## config.mk

```make
export PLATFORM = sky130hd
export DESIGN_NAME = mc_control_fsm
export DESIGN_NICKNAME = d
export VERILOG_FILES = /design/src/rtl/mc_control_fsm.sv
export SDC_FILE = /design/constraint.sdc
export NUM_CORES = 1
export LEC_CHECK = 0
export BUFFER_PORTS_ARGS = -buffer_cell sky130_fd_sc_hd__buf_2
export CAP_MARGIN = 20
export CELL_PAD_IN_SITES_DETAIL_PLACEMENT = 0
export CELL_PAD_IN_SITES_GLOBAL_PLACEMENT = 2
export CORE_ASPECT_RATIO = 1.75
export CORE_MARGIN = 1
export CORE_UTILIZATION = 21
export DETAILED_ROUTE_END_ITERATION = 8
export PLACE_DENSITY = 0.77
export SETUP_SLACK_MARGIN = 0.5
export SYNTH_ARGS = -nofsm -noshare
export SYNTH_HDL_FRONTEND = slang
export SYNTH_SLANG_ARGS = --single-unit
export TNS_END_PERCENT = 100
```

## constraint.sdc

```tcl
create_clock -name clk -period 1.83 [get_ports clk]
set_clock_uncertainty 0.15 [all_clocks]
set_input_delay 0.0915 -clock clk [delete_from_list [all_inputs] [get_ports clk]]
set_output_delay 0.0915 -clock clk [all_outputs]
set_load 0.01 [all_outputs]
```

## src/rtl/mc_control_fsm.sv

```systemverilog
// Main controller for the multi-cycle RV32I core: a Moore sequencer with an ALU decoder
// and an immediate-format decoder. pcwrite alone also looks at the datapath zero flag.
module mc_control_fsm (
  input  logic       clk,
  input  logic       reset,
  input  logic [6:0] op,
  input  logic [2:0] funct3,
  input  logic       funct7b5,
  input  logic       zero,
  output logic       pcwrite,
  output logic       adrsrc,
  output logic       memwrite,
  output logic       irwrite,
  output logic       regwrite,
  output logic [1:0] resultsrc,
  output logic [1:0] alusrca,
  output logic [1:0] alusrcb,
  output logic [2:0] alucontrol,
  output logic [1:0] immsrc,
  output logic       illegal,
  output logic [3:0] state
);

  typedef enum logic [3:0] {
    S_FETCH    = 4'd0,
    S_DECODE   = 4'd1,
    S_MEMADR   = 4'd2,
    S_MEMREAD  = 4'd3,
    S_MEMWB    = 4'd4,
    S_MEMWRITE = 4'd5,
    S_EXECR    = 4'd6,
    S_ALUWB    = 4'd7,
    S_EXECI    = 4'd8,
    S_JAL      = 4'd9,
    S_BEQ      = 4'd10,
    S_ILLEGAL  = 4'd11
  } state_t;

  localparam logic [6:0] OP_LW  = 7'b0000011;
  localparam logic [6:0] OP_SW  = 7'b0100011;
  localparam logic [6:0] OP_R   = 7'b0110011;
  localparam logic [6:0] OP_I   = 7'b0010011;
  localparam logic [6:0] OP_JAL = 7'b1101111;
  localparam logic [6:0] OP_BEQ = 7'b1100011;

  state_t     state_q, state_d;
  logic       pcupdate, branch;
  logic       irwrite_raw, regwrite_raw, memwrite_raw;
  logic [1:0] aluop;

  // NOTE: state flops use non-blocking assignments so every flop samples the pre-edge values.
  always_ff @(posedge clk) begin
    if (reset) state_q <= S_FETCH;
    else       state_q <= state_d;
  end

  // NOTE: every signal written below gets a default first, so no path can infer a latch.
  always_comb begin
    state_d      = S_FETCH;
    pcupdate     = 1'b0;
    branch       = 1'b0;
    irwrite_raw  = 1'b0;
    regwrite_raw = 1'b0;
    memwrite_raw = 1'b0;
    adrsrc       = 1'b0;
    resultsrc    = 2'b00;
    alusrca      = 2'b00;
    alusrcb      = 2'b00;
    aluop        = 2'b00;
    illegal      = 1'b0;
    case (state_q)
      S_FETCH: begin
        irwrite_raw = 1'b1;
        alusrcb     = 2'b10;
        resultsrc   = 2'b10;
        pcupdate    = 1'b1;
        state_d     = S_DECODE;
      end
      S_DECODE: begin
        alusrca = 2'b01;
        alusrcb = 2'b01;
        case (op)
          OP_LW, OP_SW: state_d = S_MEMADR;
          OP_R:         state_d = S_EXECR;
          OP_I:         state_d = S_EXECI;
          OP_JAL:       state_d = S_JAL;
          OP_BEQ:       state_d = S_BEQ;
          default:      state_d = S_ILLEGAL;
        endcase
      end
      S_MEMADR: begin
        alusrca = 2'b10;
        alusrcb = 2'b01;
        state_d = (op == OP_LW) ? S_MEMREAD : S_MEMWRITE;
      end
      S_MEMREAD: begin
        adrsrc  = 1'b1;
        state_d = S_MEMWB;
      end
      S_MEMWB: begin
        resultsrc    = 2'b01;
        regwrite_raw = 1'b1;
      end
      S_MEMWRITE: begin
        adrsrc       = 1'b1;
        memwrite_raw = 1'b1;
      end
      S_EXECR: begin
        alusrca = 2'b10;
        aluop   = 2'b10;
        state_d = S_ALUWB;
      end
      S_EXECI: begin
        alusrca = 2'b10;
        alusrcb = 2'b01;
        aluop   = 2'b10;
        state_d = S_ALUWB;
      end
      S_ALUWB: regwrite_raw = 1'b1;
      // The jump target was already computed into ALUOut during DECODE.
      S_JAL: begin
        alusrca  = 2'b01;
        alusrcb  = 2'b10;
        pcupdate = 1'b1;
        state_d  = S_ALUWB;
      end
      S_BEQ: begin
        alusrca = 2'b10;
        aluop   = 2'b01;
        branch  = 1'b1;
      end
      S_ILLEGAL: begin
        illegal = 1'b1;
        state_d = S_ILLEGAL;
      end
      default: state_d = S_FETCH;
    endcase
  end

  always_comb begin
    alucontrol = 3'b000;
    case (aluop)
      2'b01: alucontrol = 3'b001;
      2'b10: begin
        case (funct3)
          3'b000:  alucontrol = (op[5] & funct7b5) ? 3'b001 : 3'b000;
          3'b010:  alucontrol = 3'b101;
          3'b110:  alucontrol = 3'b011;
          3'b111:  alucontrol = 3'b010;
          default: alucontrol = 3'b000;
        endcase
      end
      default: alucontrol = 3'b000;
    endcase
  end

  always_comb begin
    case (op)
      OP_SW:   immsrc = 2'b01;
      OP_BEQ:  immsrc = 2'b10;
      OP_JAL:  immsrc = 2'b11;
      default: immsrc = 2'b00;
    endcase
  end

  // Architectural writes are masked during reset so a half-finished instruction commits nothing.
  assign pcwrite  = ~reset & (pcupdate | (branch & zero));
  assign irwrite  = ~reset & irwrite_raw;
  assign regwrite = ~reset & regwrite_raw;
  assign memwrite = ~reset & memwrite_raw;
  assign state    = state_q;

endmodule
```

==> results <==
- STA classifies the critical path startpoint as a flip-flop.
- The placed wire-length estimate after detailed placement is 1530 µm.
- The average cell area after synthesis is 7.11 µm².
- The via count of the first global-routing pass was 770.
- The cell class contributing the biggest share of worst-path delay is simple AND/OR/NAND/NOR gates.
- The critical path's slowest cell is dfxtp_4.
- The worst register-to-register path begins at state[1].
- The number of hold violations in the final report came to 0.
- For this run, design rule violations remaining after detail routing come to 0.
- The run finished, with violations left.
- The path with the worst hold slack has its endpoint at state[1].
- The share of synthesized area in the top cell type comes to 0.137.
- Setup repair after global routing could not meet its margin everywhere.
- The gate count of the mapped netlist is 82.
- Of the available clock period, the critical path in the final layout requires 1.02.
- The number of nets in the layout is 144.
- The cell area after synthesis is 583 µm².
- The category of the most critical setup path is flip-flop to primary output.
- The number of flip-flops under the largest register name is 4.
- At the worst endpoint, the arrival time is 1630 ps.
- The total global-route track usage is 0.142.
- The filler cells instantiated in the layout total 265.
- The ratio of routed vias to standard cells is 5.24.
- The floorplan step defined a core boundary enclosing 2550 µm².
- Synthesis inferred 4 register bits.
- The worst pin sits at a relative slew slack of 0.793.
- The detailed router finished its first iteration with 21 violations.
- For this run, the number of standard cells in the final layout without fillers is 152.
- The length of the first detailed-routing pass in iterations is 4.
- The post-synthesis net count is 98.
- The initial utilization of the core area, before any placement, comes to 0.228.
- The share of flip-flops with an asynchronous set or reset is 0.
- The overall die width is 41.8 µm.
- The final estimated routing congestion in global placement is 0.709.
- Leaving out fill and tap cells, the most frequent cells in the layout are buf_2, buf_6, nor2_1.
- Input and output buffers added on the ports amount to 34.
- The share of total power dissipated in the clock network is 0.151.
- In the synthesized netlist the dominant register cell turns out to be dfxtp_1.
- The checks that failed: negative setup slack.
- The number of max-cap violations is 0.
- The cell depth of the worst flop-to-flop path is 6.
- Walking the worst path, the cells encountered are nand2b_4 > mux2i_2 > nand2b_1 > ha_4 > nor4_4 > buf_2.
- CTS built an H-tree with a depth of 1.
- Of the total power, the share spent switching nets is 0.420.
- The internal power of the cells totals 0.000699 W.
- The critical path runs through a total of 6 cells.
- For this run, the register share of the synthesized area comes to 0.137.
- The clock sink count is 4.
- The count of flip-flops with a built-in enable after synthesis is 0.
- By area the synthesized netlist is led by dfxtp_1, a21oi_1, nor2_1, buf_6, nand2b_1.
- The sequential cells in the finished layout cover a total of 90.1 µm².
- In this run the count of I/O pins placed on the die edge is 35.
- The clock tree from TritonCTS is yes.
- The depth of the worst hold-timing path is 2.
- The leakage power total is 0.489 nW.
- At the pin with the least slew margin, the transition time is 306 ps.
- The vias after detailed routing is 797.
- On the worst path, the slowest cell contributes a delay of 350 ps.
- Summed over all layers, the routed wires come to 2100 µm.
- In this run, CTS created clock tree buffers numbering 3.
- 0 antenna diodes ended up in the layout.
- The worst path setup slack after routing is -44.3 ps.
- The maximum clock insertion buffer count is 2.
- The net switching power of the design is 0.000506 W.
- Summing all multi-input logic gate instances after layout gives 627 µm².
- The worst voltage drop across the vdd grid is 0.000379 V.
- The first global-routing pass estimated 3370 µm of wire.
- The die covers 3000 µm².
- The total non-filler cell area in the finished layout is 1150 µm².
- After routing, the total negative slack on setup checks comes to -44.3 ps.
- The number of endpoints failing setup at the final stage is 1.
- The total count of max-transition violations in the final report is 0.
- The vertical die dimension is 71.7 µm.
- Dividing total power by cell area gives a power density of 1050 nW/µm².
- The sequential share of power is 0.130.
- In the final routed layout, each cell accounts on average for 13.8 µm.
- The count of nets left with antenna violations once routing finished came out at 0.
- The maximum net fanout on the critical path is 4.
- The floorplan has 24 rows.
- The worst setup path is captured at a primary output.
- Subtracting the final worst setup slack from the clock period gives 1870 ps.
- The hold buffer count at cts is 0.
- Of the total power, combinational logic draws 0.719.
- The cell at the root of the clock tree is clkbuf_8.
- Entering global routing, the biggest net connects 18 pins.
- The kind of path behind the tightest hold check is input pin to flip-flop.
- The number of antenna violations at the first check in global routing came to 0.
- The cell count after placement is 140.
- In this run the cell area measured after placement is 843 µm².
- After synthesis, the netlist uses 35 different library cells.
- Clock latency on the worst-skew pair, taken at its later pin, is 210 ps.
- In this run the critical register-to-register path is captured at state[3].
- From synthesis to final layout, the design area changed by 97.6%.
- After clock tree synthesis, the clock-pin slew on the worst setup and hold paths is 30 ps.
- The startpoint of the most critical hold path is reset.
- Of all cell types, the one taking the most synthesized area is dfxtp_1.
- The required time at the endpoint of the critical path is 1590 ps.
- Together, buffers and inverters on the worst path number 1.
- The remaining global-route overflow is 0.
- Static timing analysis puts the maximum clock frequency at 0.534 GHz.
- The most frequent standard cell in the layout excluding fill and tap cells is buf_2.
- Of the cells placed in the final design, the portion with a size suffix greater than 1 is 0.714.
- The slack of the worst reg-to-reg path is 270 ps.
- The Yosys step of the flow raised 0 warnings.
[cell families (layout without fill, tap and decap cells)]
kind of cell	Yosys count	in the layout	share of synthesized area
buffers and inverters	12	56	0.118
xor gates and xnor gates	3	3	0.0451
DFF	4	4	0.137
adders and majority gates	2	2	0.0429
muxes	1	1	0.0172
AOI/OAI and AO/OA	19	19	0.221
and+or+nand+nor	41	41	0.418
[routing by layer]
metal  GRT usage  wire, µm
met5           0         0
met4      0.0645        25
met3      0.0101        83
met2       0.288      1200
met1       0.138       797
[layout make-up]
class	count	area share
inverter	6	0.0217
clock buffer	3	0.0358
multi-input combinational	66	0.544
timing repair buffer	47	0.292
sequential	4	0.0782
tap	26	0.0282
[timing repair]
item | in CTS | in global routing
cloned | 0 | 1
pin swaps | 4 | 8
gates resized for setup | 19 | 20
setup buffers | 4 | 4
setup endpoints to repair | 15 | 18
[Yosys cell counts (all sizes together) (2+ instances only)]
cell type and instances:
nor2 9, a21oi 8, inv 6, nand2 5
nand2b 5, nor3 5, buf 4, dfxtp 4
a31oi 3, and3 3, nand3 3, clkbuf 2
ha 2, nor2b 2, nor3b 2, nor4 2
xor2 2
[how the worst max path moves through the flow]
stage | start | to | slack (ps)
6_report | state[3] | alucontrol[2] | -40
4_1_cts | state[3] | alucontrol[2] | -110
3_3_place_gp | state[2] | alucontrol[2] | 160
3_5_place_dp | state[2] | alucontrol[2] | 100
5_1_grt | state[2] | alucontrol[2] | -120
2_1_floorplan | state[3] | alucontrol[2] | 200
[power by group through the flow]
stage | Sequential [W] | Clock [W] | Combinational [W]
global placement | 0.000146 | 0 | 0.000590
global route | 0.000161 | 0.000190 | 0.000931
CTS | 0.000155 | 0.000186 | 0.000699
finish | 0.000157 | 0.000182 | 0.000867
detailed placement | 0.000148 | 0 | 0.000597
floorplan | 0.000152 | 0 | 0.000402
[per-stage QoR]
step	total power, W	hold WS (ps)	setup slack [ps]	util
2_1_floorplan	0.000553	61.0	199	-
3_3_place_gp	0.000736	231	164	0.330
3_5_place_dp	0.000745	233	100	0.330
4_1_cts	0.00104	20.0	-114	0.388
5_1_grt	0.00128	66.3	-120	0.451
6_report	0.00120	55.3	-44.3	0.451
(Power assumes the default switching activity.)
